### src/rtl/store_serializer_if.sv
// Load-side handshake between the arithmetic unit and the store serializer.
interface store_serializer_if;
  logic [34:0] word_in;
  logic        long_in;
  logic        load_valid;
  logic        load_ready;

  modport master (
    output word_in,
    output long_in,
    output load_valid,
    input  load_ready
  );

  modport slave (
    input  word_in,
    input  long_in,
    input  load_valid,
    output load_ready
  );
endinterface

### src/rtl/store_serializer.sv
// Parallel-to-serial word transmitter for the store write path, LSB-first, aligned to c1.
// Define STORE_SERIALIZER_LONG_EN to enable 35-bit long words; otherwise every word is 17 bits.
module store_serializer (
  input  logic              clk,
  input  logic              rst_n,
  input  logic              c1,
  store_serializer_if.slave bus,
  output logic              mib,
  output logic              wr_en,
  output logic              busy,
  output logic              done
);

`ifdef STORE_SERIALIZER_LONG_EN
  localparam int unsigned SregW = 35;
`else
  localparam int unsigned SregW = 17;
`endif
  localparam logic [5:0] ShortLen = 6'd17;
  localparam logic [5:0] LongLen  = 6'd35;

  typedef enum logic [1:0] {StIdle, StArmed, StShift} state_e;

  state_e           state_q, state_d;
  logic [SregW-1:0] sreg_q, sreg_d;
  logic [5:0]       cnt_q, cnt_d;
  logic             mib_q, mib_d;
  logic             wr_en_q, wr_en_d;
  logic             done_q, done_d;

  logic [SregW-1:0] load_word;
  logic [5:0]       load_len;

`ifdef STORE_SERIALIZER_LONG_EN
  assign load_word = bus.long_in ? bus.word_in : {18'd0, bus.word_in[16:0]};
  assign load_len  = bus.long_in ? LongLen : ShortLen;
`else
  // Length flag and upper word bits have no effect in the short-only build.
  logic unused_long;
  assign unused_long = ^{bus.long_in, bus.word_in[34:17]};
  assign load_word   = bus.word_in[16:0];
  assign load_len    = ShortLen;
`endif

  always_comb begin
    state_d = state_q;
    sreg_d  = sreg_q;
    cnt_d   = cnt_q;
    mib_d   = 1'b0;
    wr_en_d = 1'b0;
    done_d  = 1'b0;
    unique case (state_q)
      StIdle: begin
        if (bus.load_valid) begin
          sreg_d  = load_word;
          cnt_d   = load_len;
          state_d = StArmed;
        end
      end
      StArmed: begin
        if (c1) begin
          mib_d   = sreg_q[0];
          wr_en_d = 1'b1;
          sreg_d  = sreg_q >> 1;
          cnt_d   = cnt_q - 6'd1;
          state_d = StShift;
        end
      end
      StShift: begin
        // cnt_q counts bits still to present; zero means the last one is on mib now.
        if (cnt_q != 6'd0) begin
          mib_d   = sreg_q[0];
          wr_en_d = 1'b1;
          sreg_d  = sreg_q >> 1;
          cnt_d   = cnt_q - 6'd1;
        end else begin
          done_d  = 1'b1;
          state_d = StIdle;
        end
      end
      default: state_d = StIdle;
    endcase
  end

  always_ff @(posedge clk or negedge rst_n) begin
    if (!rst_n) begin
      state_q <= StIdle;
      sreg_q  <= '0;
      cnt_q   <= '0;
      mib_q   <= 1'b0;
      wr_en_q <= 1'b0;
      done_q  <= 1'b0;
    end else begin
      state_q <= state_d;
      sreg_q  <= sreg_d;
      cnt_q   <= cnt_d;
      mib_q   <= mib_d;
      wr_en_q <= wr_en_d;
      done_q  <= done_d;
    end
  end

  assign mib            = mib_q;
  assign wr_en          = wr_en_q;
  assign done           = done_q;
  assign busy           = (state_q != StIdle);
  assign bus.load_ready = (state_q == StIdle);

endmodule

### src/flat_wrapper.sv
// flat-port wrapper written by rule: the top's interface ports become plain ports
module store_serializer_flat 
  (clk, rst_n, c1, mib, wr_en, busy, done, bus_word_in, bus_long_in, bus_load_valid, bus_load_ready);
  store_serializer_if bus_i ();
  input  logic clk;
  input  logic rst_n;
  input  logic c1;
  output logic mib;
  output logic wr_en;
  output logic busy;
  output logic done;
  input wire logic [$bits(bus_i.word_in)-1:0] bus_word_in;
  input wire logic [$bits(bus_i.long_in)-1:0] bus_long_in;
  input wire logic [$bits(bus_i.load_valid)-1:0] bus_load_valid;
  output wire logic [$bits(bus_i.load_ready)-1:0] bus_load_ready;
  assign bus_i.word_in = bus_word_in;
  assign bus_i.long_in = bus_long_in;
  assign bus_i.load_valid = bus_load_valid;
  assign bus_load_ready = bus_i.load_ready;
  store_serializer u_core (.clk(clk), .rst_n(rst_n), .c1(c1), .bus(bus_i), .mib(mib), .wr_en(wr_en), .busy(busy), .done(done));
endmodule
### config.mk
export PLATFORM = sky130hd
export DESIGN_NAME = store_serializer_flat
export DESIGN_NICKNAME = d
export VERILOG_FILES = /design/src/rtl/store_serializer_if.sv /design/src/rtl/store_serializer.sv /design/src/flat_wrapper.sv
export SDC_FILE = /design/constraint.sdc
export NUM_CORES = 1
export LEC_CHECK = 0
export CORE_UTILIZATION = 25
export CTS_CLUSTER_DIAMETER = 40
export DETAILED_ROUTE_END_ITERATION = 8
export MAX_ROUTING_LAYER = met4
export PLACE_DENSITY_LB_ADDON = 0.1
export REMOVE_ABC_BUFFERS = 1
export SLEW_MARGIN = 15
export SYNTH_ARGS = -nofsm -noshare
export SYNTH_HDL_FRONTEND = slang
export SYNTH_SLANG_ARGS = --single-unit
### constraint.sdc
create_clock -name clk -period 2.17 [get_ports clk]
set_clock_uncertainty 0.05 [all_clocks]
set_input_delay 0.5425 -clock clk [delete_from_list [all_inputs] [get_ports clk]]
set_output_delay 0.5425 -clock clk [all_outputs]
set_load 0.02 [all_outputs]
After elaboration in Yosys (flattened, before gate mapping)

Index checks and enable logic that the tools add are counted.

Output and inout port bits: 5
Bits of input ports: 40
Word-level logic and storage cells: 39
Bits in registers: 28

Equal/unequal tests: 6
Add/sub/neg operators: 1
Reductions and logical operators: 6
Mux-type cells: 20

Operators with widths:

| cell                  | number |
|---|---|
| $mux W17              | 3 |
| $pmux W17 S3          | 1 |
| $mux W6               | 3 |
| $pmux W6 S3           | 1 |
| $mux W1               | 6 |
| $mux W2               | 3 |
| $ne A2 B2 Y1 const B  | 3 |
| $pmux W2 S3           | 1 |
| $reduce_bool A6 Y1    | 1 |
| $sub A6 B1 Y6 const B | 1 |
| $pmux W1 S2           | 2 |
| $reduce_and A4 Y1     | 1 |
| $reduce_and A3 Y1     | 1 |
| $reduce_bool A3 Y1    | 1 |
| $eq A2 B1 Y1 const B  | 1 |
| $eq A2 B2 Y1 const B  | 1 |
| $logic_not A2 Y1      | 1 |
| $ne A2 B1 Y1 const B  | 1 |
| $reduce_bool A2 Y1    | 1 |

Depth between registers and ports, before layout

Depth after elaboration: 3
Gate-level depth with buffers: 7
Gate-level depth less buffers: 6

Worst setup path after synthesis

OpenSTA, ideal clock, no wires.

Kind: reg2reg
Start: reg u_core.state_q[0]
End: reg u_core.cnt_q[5]
Slack: 0.270 ns
Buffers on the path: 0
Setup time: 0.124 ns
Cell stages (with the launch flop): 6
Required time: 1.996 ns
Arrival time: 1.726 ns
Period minus slack after synthesis: 1.900 ns
Cell sequence: dfrtp_1 > inv_1 > ha_1 > a221o_1 > or2_4 > a211o_1

Cells in the longest elaborated chain, start to end: 3
Elaborated cells between the ends (all ways): 9
Those cells by class: eq/ne (5); mux (1); reduce/logical (3)

Ends and longest elaborated chain:

| element                                                             | line                   | RTL |
|---|---|---|
| from (decl)                                                         | store_serializer.sv:24 | `state_e state_q, state_d;` |
| from (signal assigned)                                              | store_serializer.sv:87 | `state_q <= StIdle;` |
| from (signal assigned)                                              | store_serializer.sv:94 | `state_q <= state_d;` |
| $logic_not A2 Y1 (*)                                                | --                     |  |
| named net bus_load_ready                                            | flat_wrapper.sv:15     | `output wire logic [$bits(bus_i.load_ready)-1:0] bus_load_ready;` |
| $ne A2 B2 Y1 (no line) / $reduce_bool A3 Y1 (equally long branches) | --                     |  |
| $reduce_and A4 Y1 (no line)                                         | --                     |  |
| to (signal assigned)                                                | store_serializer.sv:96 | `cnt_q <= cnt_d;` |
| to (decl)                                                           | store_serializer.sv:26 | `logic [5:0] cnt_q, cnt_d;` |

Mark *: on every way through the listed nets, which the timed path passes. The rest lies on a longest branch.
A chain may end at the register's enable or synchronous reset.

Final worst setup path

Start: reg u_core.state_q[0]
End: out busy

Cells in the longest elaborated chain, start to end: 1

Ends and longest elaborated chain:

| element            | line                    | RTL |
|---|---|---|
| $reduce_bool A2 Y1 | store_serializer.sv:106 | `assign busy = (state_q != StIdle);` |
| to (decl)          | flat_wrapper.sv:10      | `output logic busy;` |

No other way between the ends.

==> impl_metrics.json <==
{
  "clk_path_buf_depth": 2,
  "synth-simple-area-share_pct": 7.99,
  "synth.area.mux_share_pct": 12.1,
  "finalCritPeriodShare_pct": 93.2,
  "cap_violations": 0,
  "grt_max_degree": 29,
  "num_antenna_cells": 0,
  "initial_core_util_pct": 26.7,
  "synth_area_per_cell_um2": 10.4,
  "cts.clk_slew.worst_paths_ns": 0.11,
  "layoutNonFillerInstCount": 245,
  "yosys.cell_types.count": 31,
  "maxSlewHeadroom_pct": 72.2,
  "start_kind": "flop",
  "clk_latency_ns": 0.28,
  "synth_xor_xnor_area_share_pct": 0,
  "path_class": "reg -> out",
  "hp-class": "reg -> reg",
  "cts_buffers": 3,
  "placed_cells": 241,
  "routed_via_density": 4.74,
  "antenna_found_initial": 0,
  "cts.sinks": 28,
  "tightest_slew_ns": 0.412,
  "yosysTopAreaCell": "dfrtp_1",
  "yosysSeqAreaShare_pct": 46.6,
  "peakVddDrop_v": 0.000421,
  "cp-end-kind": "primary output",
  "worstPathRequired_ns": 1.58,
  "yosys_most_used_dff": "dfrtp_1",
  "rsz0062_at_grt": "no",
  "status": "completed",
  "wire_per_inst_um": 13.4,
  "timing.final.ws_setup_ns": 0.148,
  "post-place-ws_ns": -0.0560,
  "worstHoldPathCells": 2,
  "ios": 45,
  "layout_min_cycle_time_ns": 2.02,
  "clock-root-buffer": "clkbuf_8",
  "slew_violations": 0,
  "syn_area_um2": 1500,
  "die_w_um": 79.6,
  "ant_nets": 0,
  "p_leak_nw": 0.865,
  "drtPass1Iterations": 4,
  "synth_compound_gate_area_share_pct": 20.2,
  "grt_pass1_wl_mm": 5.44,
  "hpwl_mm": 2.27,
  "drtIter0Drc": 44,
  "syn_inst": 144,
  "layout.nets": 222,
  "cts_tree": "built",
  "power_density_nw_per_um2": 1480,
  "synthArstFlopShare_pct": 100,
  "synth_top_family_by_area": "compound AO/OA/AOI/OAI gates",
  "vias": 1162,
  "h-tree-depth": 1,
  "layout-drive-gt1-share_pct": 12.7,
  "grt_remaining_overflow": 0,
  "synth_top_area_share_pct": 46.6,
  "reg2reg_depth": 6,
  "hold_viol_final": 0,
  "fin_total_pwr_mw": 2.85,
  "synthTopCellsByArea": "dfrtp_1, mux2i_1, ha_1, o21ai_0, o21ai_1",
  "grt_usage_pct": 11.5,
  "syn2layout_area_growth_pct": 28.0,
  "synth_edf_count": 0,
  "core_um2": 5640,
  "grt_pass1_vias": 1073,
  "cts_hold_buf": 0,
  "dieArea_um2": 6330,
  "cp_max_fo": 5,
  "std_cell_rows": 27,
  "cp_data_arrival_time_ns": 1.43,
  "die_h_um": 79.6,
  "ys_ff_latch": 28,
  "fillers": 572,
  "final-setup-viol-count": 0,
  "timing.fmax_mhz": 495,
  "portBuffers": 25,
  "routed_wl_mm": 3.29,
  "route.detailed.drc": 0,
  "yosysWarningCount": 0,
  "routabilityCongestion": 0.693,
  "synthAdderAreaFrac_pct": 6.66
}
[layer usage]
metal | routed length, um | GRT usage, % | up-vias
li1 | - | - | 572
met1 | 1620 | 15.0 | 562
met2 | 1470 | 17.5 | 23
met3 | 135 | 1.94 | 5
met4 | 57 | 4.91 | 0
met5 | 0 | - | -
[worst paths after layout]
check,from,endpoint,slack [ns]
hold / removal,u_core.sreg_q[5],u_core.sreg_q[5],0.47
hold reg to reg,u_core.sreg_q[5],u_core.sreg_q[5],0.47
setup reg to reg,u_core.state_q[0],u_core.cnt_q[4],0.28
max in group asynchronous,rst_n,u_core.sreg_q[3],1.19
min in group asynchronous,rst_n,u_core.sreg_q[12],0.59
setup / recovery,u_core.state_q[0],busy,0.15
[where the power goes]
group          internal (mW)  switching (mW)
Sequential             0.758           0.144
Clock                  0.247           0.175
Combinational          0.692           0.835
[repair_timing]
action,in CTS,in global routing
resized for setup,2,0
setup endpoints to repair,2,0
buffers inserted,0,0
[state kept, by name, summed over array words and instances (netlist names)]
name,count
u_core.wr_en,1
u_core.state_q,2
u_core.cnt_q,6
u_core.sreg_q,17
u_core.mib,1
u_core.done,1
[cell usage after synthesis (2+ instances only)]
library cell	instances
buf_6	3
o21ai_0	20
nor3_1	2
inv_1	9
clkbuf_1	5
dfrtp_1	28
mux2i_1	16
o31ai_1	2
a21oi_1	2
buf_2	2
mux2_2	2
o21ai_1	17
nand3b_1	3
nor2_1	4
ha_1	8
nand2_1	6
[kinds of logic (layout without fill, tap and decap cells)]
family | after synthesis | after routing
flip-flops | 28 | 28
buffers and inverters | 19 | 48
AO/OA/AOI/OAI | 50 | 50
multiplexers | 18 | 18
adder cells (fa/ha/maj) | 8 | 8
AND/OR/NAND/NOR | 21 | 21
[worst max-delay path, cell delays in order (launching register included)]
cell and delay (ns):
dfrtp_1 0.43, inv_1 0.11, ha_1 0.25, inv_1 0.06, dlygate4sd2_1 0.32
[through the flow]
step	setup TNS (ns)	cell area [um^2]	hold WS, ns	utilization [%]
after global routing	0	1930	0.507	34.1
after CTS	0	1930	0.478	34.1
after floorplan	0	1440	0.197	-
after global placement	-0.328	1860	0.448	32.9
final	0	1930	0.472	34.1
after detailed placement	-0.638	1860	0.452	32.9
[placed cells by master (no fill, tap or decap), types with 2 or more instances in the layout]
master           synthesis  routed
mux2_2                   2       2
dlygate4sd2_1            0       2
dfrtp_1                 28      28
nor2_1                   4       4
o31ai_1                  2       2
clkbuf_8                 0       3
clkdlybuf4s50_1          0      23
o21ai_1                 17      17
a21oi_1                  2       2
nand2_1                  6       6
nand3b_1                 3       3
o21ai_0                 20      20
buf_4                    0      10
inv_1                    9       9
nor3_1                   2       2
ha_1                     8       8
mux2i_1                 16      16
[area by class of cell]
cell class / instances / area (um^2) / area share (%)
multi-input combinational: 97 / 707 / 36.7
clock inverter: 1 / 30.0 / 1.56
sequential: 28 / 701 / 36.4
timing repair buffer: 35 / 323 / 16.8
inverter: 9 / 33.8 / 1.75
clock buffer: 3 / 41.3 / 2.14
tap: 72 / 90.1 / 4.68
Power figures use the tool's default switching activity.
